[config.mk]
export PLATFORM = sky130hd
export DESIGN_NAME = bus_arbiter
export DESIGN_NICKNAME = d
export VERILOG_FILES = /design/src/rtl/bus_arb_pkg.sv /design/src/rtl/bus_wait_counter.sv /design/src/rtl/bus_arbiter.sv
export SDC_FILE = /design/constraint.sdc
export NUM_CORES = 1
export LEC_CHECK = 0
export BUFFER_PORTS_ARGS = -buffer_cell sky130_fd_sc_hd__buf_2
export CAP_MARGIN = 20
export CORE_MARGIN = 2
export CORE_UTILIZATION = 45
export DETAILED_ROUTE_END_ITERATION = 8
export PLACE_DENSITY = 0.69
export SETUP_SLACK_MARGIN = 0.02
export SYNTH_ARGS = -nofsm -noshare
export SYNTH_HDL_FRONTEND = slang
export SYNTH_SLANG_ARGS = --single-unit
[constraint.sdc]
create_clock -name CORE_CLK_INT -period 2.5 [get_ports CORE_CLK_INT]
set_input_delay 0.375 -clock CORE_CLK_INT [delete_from_list [all_inputs] [get_ports CORE_CLK_INT]]
set_output_delay 0.375 -clock CORE_CLK_INT [all_outputs]
set_load 0.005 [all_outputs]
[src/rtl/bus_arb_pkg.sv]
// Shared state encoding and wait-state selection for the 8088 bus arbiter.
package bus_arb_pkg;

  typedef enum logic [1:0] {
    IDLE         = 2'd0,
    CPU_ACT      = 2'd1,
    DMA_ACT      = 2'd2,
    DMA_CPU_PEND = 2'd3
  } arb_state_t;

  // INTA cycles take IO timing even when IOM is low.
  function automatic int unsigned wait_load(input logic iom, input logic inta,
                                            input int unsigned mem_wait,
                                            input int unsigned io_wait);
    return (iom || inta) ? io_wait : mem_wait;
  endfunction

endpackage

[src/rtl/bus_wait_counter.sv]
// Wait-state down-counter: loads on strobe, decrements per bus clock edge, reports zero of next value.
// Latency: zero_nxt is combinational from the registered count; load wins over a coinciding decrement.
module bus_wait_counter #(
  parameter int WAIT_W = 4
) (
  input  logic              clk,
  input  logic              rst,
  input  logic              load,
  input  logic [WAIT_W-1:0] load_val,
  input  logic              dec,
  output logic              zero_nxt
);

  logic [WAIT_W-1:0] cnt;
  logic [WAIT_W-1:0] cnt_d;

  always_comb begin
    cnt_d = cnt;
    if (load)
      cnt_d = load_val;
    else if (dec && cnt != '0)
      cnt_d = cnt - WAIT_W'(1);
  end

  assign zero_nxt = (cnt_d == '0);

  always_ff @(posedge clk) begin
    if (rst)
      cnt <= '0;
    else
      cnt <= cnt_d;
  end

endmodule

[src/rtl/bus_arbiter.sv]
// 8088 bus sequencer/arbiter: shares the bus between CPU and one DMA requester; outputs registered, 1-cycle response.
// Backpressure: the CPU is held via READY_IN during wait states and while DMA owns the bus.
module bus_arbiter
  import bus_arb_pkg::*;
#(
  parameter int unsigned MEM_WAIT     = 0,
  parameter int unsigned IO_WAIT      = 1,
  parameter int unsigned DMA_MAX_WAIT = 4,
  parameter int          WAIT_W       = 4
) (
  input  logic       CORE_CLK_INT,
  input  logic       RESET_INT,
  input  logic       BUS_CLK_EDGE,
  input  logic       ALE,
  input  logic       RD_n,
  input  logic       WR_n,
  input  logic       INTA_n,
  input  logic       IOM,
  input  logic       DMA_REQ,
  input  logic       DMA_DONE,
  output logic       READY_IN,
  output logic       DMA_GNT,
  output logic       BUS_SEL_DMA,
  output logic [1:0] ARB_STATE
);

  localparam int unsigned MAX_LOAD = (32'd1 << WAIT_W) - 32'd1;

  if (MEM_WAIT > MAX_LOAD || IO_WAIT > MAX_LOAD || DMA_MAX_WAIT > MAX_LOAD) begin : g_cfg_err
    $error("bus_arbiter: wait parameter does not fit in WAIT_W bits");
  end

  arb_state_t        state, state_nxt;
  logic [WAIT_W-1:0] streak, streak_nxt, load_val;
  logic              strobe_seen, strobe_seen_nxt, io_q, io_q_nxt;
  logic              load, turn, load_iom, load_inta, wait_zero_nxt;
  logic              strobe_low, done, dma_prio, ready_nxt, own_nxt;
  int unsigned       load_sel;

  assign strobe_low = !RD_n || !WR_n || !INTA_n;
  // A DMA requester that drops its request without DONE has finished.
  assign done       = DMA_DONE || !DMA_REQ;
  assign dma_prio   = DMA_REQ && (32'(streak) >= DMA_MAX_WAIT);

  always_comb begin
    state_nxt       = state;
    streak_nxt      = streak;
    strobe_seen_nxt = strobe_seen;
    io_q_nxt        = io_q;
    load            = 1'b0;
    turn            = 1'b0;
    load_iom        = IOM;
    load_inta       = !INTA_n;
    case (state)
      IDLE: begin
        strobe_seen_nxt = 1'b0;
        if (ALE && !dma_prio) begin
          state_nxt = CPU_ACT;
          load      = 1'b1;
        end else if (DMA_REQ) begin
          state_nxt = ALE ? DMA_CPU_PEND : DMA_ACT;
          io_q_nxt  = IOM || !INTA_n;
        end
      end
      CPU_ACT: begin
        if (strobe_low) begin
          strobe_seen_nxt = 1'b1;
        end else if (strobe_seen) begin
          state_nxt       = IDLE;
          strobe_seen_nxt = 1'b0;
          if (!DMA_REQ)
            streak_nxt = '0;
          else if (streak != '1)
            streak_nxt = streak + WAIT_W'(1);
        end
      end
      DMA_ACT: begin
        streak_nxt = '0;
        if (ALE)
          io_q_nxt = IOM || !INTA_n;
        if (done && ALE) begin
          state_nxt = CPU_ACT;
          load      = 1'b1;
          turn      = 1'b1;
        end else if (done) begin
          state_nxt = IDLE;
        end else if (ALE) begin
          state_nxt = DMA_CPU_PEND;
        end
      end
      default: begin
        streak_nxt = '0;
        load_iom   = io_q;
        load_inta  = 1'b0;
        if (done) begin
          state_nxt = CPU_ACT;
          load      = 1'b1;
          turn      = 1'b1;
        end
      end
    endcase
  end

  // The extra wait after a DMA hand-back covers bus turnaround.
  assign load_sel = wait_load(load_iom, load_inta, MEM_WAIT, IO_WAIT) + (turn ? 32'd1 : 32'd0);
  assign load_val = (load_sel > MAX_LOAD) ? '1 : load_sel[WAIT_W-1:0];

  bus_wait_counter #(
    .WAIT_W(WAIT_W)
  ) u_wait (
    .clk     (CORE_CLK_INT),
    .rst     (RESET_INT),
    .load    (load),
    .load_val(load_val),
    .dec     (BUS_CLK_EDGE),
    .zero_nxt(wait_zero_nxt)
  );

  assign ready_nxt = (state_nxt == CPU_ACT) ? wait_zero_nxt : (state_nxt != DMA_CPU_PEND);
  assign own_nxt   = (state_nxt == DMA_ACT) || (state_nxt == DMA_CPU_PEND);

  always_ff @(posedge CORE_CLK_INT) begin
    if (RESET_INT) begin
      state       <= IDLE;
      streak      <= '0;
      strobe_seen <= 1'b0;
      io_q        <= 1'b0;
      READY_IN    <= 1'b1;
      DMA_GNT     <= 1'b0;
      BUS_SEL_DMA <= 1'b0;
    end else begin
      state       <= state_nxt;
      streak      <= streak_nxt;
      strobe_seen <= strobe_seen_nxt;
      io_q        <= io_q_nxt;
      READY_IN    <= ready_nxt;
      DMA_GNT     <= own_nxt;
      BUS_SEL_DMA <= own_nxt;
    end
  end

  assign ARB_STATE = state;

endmodule

==> impl_results.md <==
* R2R cell count at 6
* Post_cts resized at 0
* Input/output buffers at 14
* Post-synthesis net count at 104
* Via/cell ratio at 5.34
* Yosys warnings at 0
* Worst path bufs/invs at 0
* Fillers at 175
* Slew Viols, Final at 0
* Cells after Synth at 91
* CTS Buf Count at 3
* Hold crit path type: input pin to register
* Core footprint at 1710 µm²
* GPL Wtd Cong at 0.745
* Period minus WS final at 1.97 ns
* Proportion of layout cells with a drive suffix above 1 at 22.1%
* Hold path depth at 2
* Worst slew margin at 72.3%
* Total Wirelength at 1.57 mm
* Worst ir drop on vdd at 0.000303 V
* Worst flop-to-flop path endpoint: READY_IN
* Total congestion overflow at 0
* Crit Path Category: register to register
* Lkg Pwr at 0.000374 µW
* Chip height at 46.3 µm
* Post-synth EDFFs at 0
* H-Tree Depth at 1
* Most frequent cells in the layout: 14 x dfxtp_1, 14 x buf_2, 8 x nor2_1
* Final setup fails at 0
* GRT Util Overall at 18.0%
* Fin crit share at 78.7%
* Seq cells post-synth at 14
* Count of cell types in the netlist at 45
* Clk pin slew, worst setup/hold paths at 0.08 ns
* Initial antenna violation count at 0
* Sequential fraction of the synthesis area at 34.8%
* Top cells by area, synth: dfxtp_1 35%, ha_1 4.7%, a21oi_1 3.7%
* Fmax at 508 MHz
* Ant diodes at 0
* TritonRoute pass-1 iters at 4
* Worst Clk Skew at 0.000810 ns
* Worst r2r src: ARB_STATE[1]
* Io pins at 15
* # nets final at 119
* Worst skew pair latency at 0.27 ns
* DRC violations left at 0
* Startpoint types: register
* CP Capture Type: register
* Final instance count without filler cells at 129
* CTS tree: done
* Slew @ Worst Pin at 0.415 ns
* Final Hold Violating Endpoints at 0
* Placed Instances at 126
* CP max stage cell: dfxtp_1
* Design Area, Final at 892 µm²
* First-pass GRT wire length at 2.75 mm
* Placement Cell Area at 870 µm²
* HP Start: RESET_INT
* Cell Pwr Density at 548 nW/µm²
* RSZ-0062 raised after global routing: no
* Vias at 689
* Yosys top cell area share at 34.8%
* Detailed placement HPWL at 1.22 mm
* Outcome: completed
* # rows at 15
* Largest net degree at the start of global routing at 13
* Clock Sinks at 14
* Worst Hold End: u_wait.cnt[1]
* Syn Area/Cell at 8.84 µm²
* Starting Density at 47.1%
* WL/cell at 12.1 µm
* Commonest register cell after synthesis: dfxtp_1
* Post-CTS Hold Buffers at 0
* Max stage delay on crit path at 0.58 ns
* P&R area growth vs syn at 10.9%
* Die area at 2140 µm²
* Reg2Reg Setup Slack at 0.53 ns
* CP arrival at 2.11 ns
* Max FO, Critical Path at 12
* 1st-iter DRT viols at 8
* Synthesized cell area at 805 µm²
* Root Buffer: clkbuf_4
* Post-synth ARST share at 0%
* WP data required at 2.65 ns
* Vias in the first global route at 658
* TNS Setup at 0 ns
* DRT antenna net count at 0
* # Post-CTS Setup Buffers at 0
* Width of the die at 46.3 µm
* Largest area contributor in the netlist: dfxtp_1
* Cell Chain, Critical Path: nand2_1 > mux2_1 > ha_1 > nor2_1 > a2111oi_1 > o31ai_1
* Worst path top cell family by delay: flip-flops
* CTS max path bufs at 2
* Max Cap Viol at 0
[where the power goes]
part / switching, µW / total, µW / internal [µW]
Sequential: 14.5 / 251 / 237
Combinational: 57.1 / 113 / 55.8
Clock: 68.7 / 124 / 55.7
[final cells by class]
class	count	area, µm²	area share (%)
Multi-Input combinational cell	69	473	53.0
Sequential cell	14	280	31.4
Timing Repair Buffer	14	70.1	7.85
Tap cell	25	31.3	3.51
Clock buffer	3	22.5	2.52
Inverter	4	15.0	1.68
[logic make-up (layout without fill, tap and decap cells)]
group	count (synthesis)	count (layout)	share of synthesized area (%)
xor gates and xnor gates	2	2	2.18
buffers and inverters	8	21	6.38
muxes	3	3	3.89
and+or+nand+nor	38	38	27.4
DFF	14	14	34.8
AOI/OAI and AO/OA	23	23	20.7
adders and majority gates	3	3	4.67
[how the worst max path moves through the flow]
| stage | from | endpoint | slack (ns) | depth (start not counted) |
|---|---|---|---|---|
| 2_1_floorplan | ARB_STATE[1] | READY_IN | 0.67 | 7 |
| 3_3_place_gp | ARB_STATE[1] | READY_IN | 0.60 | 6 |
| 3_5_place_dp | ARB_STATE[1] | READY_IN | 0.55 | 6 |
| 4_1_cts | ARB_STATE[1] | READY_IN | 0.53 | 6 |
| 5_1_grt | ARB_STATE[1] | READY_IN | 0.39 | 6 |
| 6_report | ARB_STATE[1] | READY_IN | 0.53 | 6 |
[Yosys cell counts, drive strengths merged, types with 2 or more instances]
cell	instances
dfxtp	14
nor2	9
a21oi	6
nand2	6
inv	4
o21ai	4
buf	3
ha	3
nand2b	3
nand3	3
nor3	3
a31oi	2
and2	2
mux2i	2
or3	2
or3b	2
[per-stage QoR]
stage,setup WS (ns),total power [µW],hold WS [ns],util (%)
after CTS,0.533,490,0.395,52.2
after detailed placement,0.550,368,0.448,50.9
after floorplan,0.668,339,0.427,-
final,0.533,489,0.403,52.2
after global routing,0.389,519,0.421,52.2
after global placement,0.604,362,0.444,50.9
[metal layers]
layer,up-vias,track usage [%],part of all wire (%)
met5,-,0,0
met2,11,29.4,48
met3,2,3.92,3.4
met1,314,22.3,48
met4,0,8.57,0.83
li1,362,-,-
[registers in the layout, indices dropped and copies added (netlist names)]
register	flops
ARB_STATE	2
BUS_SEL_DMA	1
READY_IN	1
io_q	1
streak	4
strobe_seen	1
u_wait.cnt	4
No activity file was read; power rests on OpenSTA's default activity.
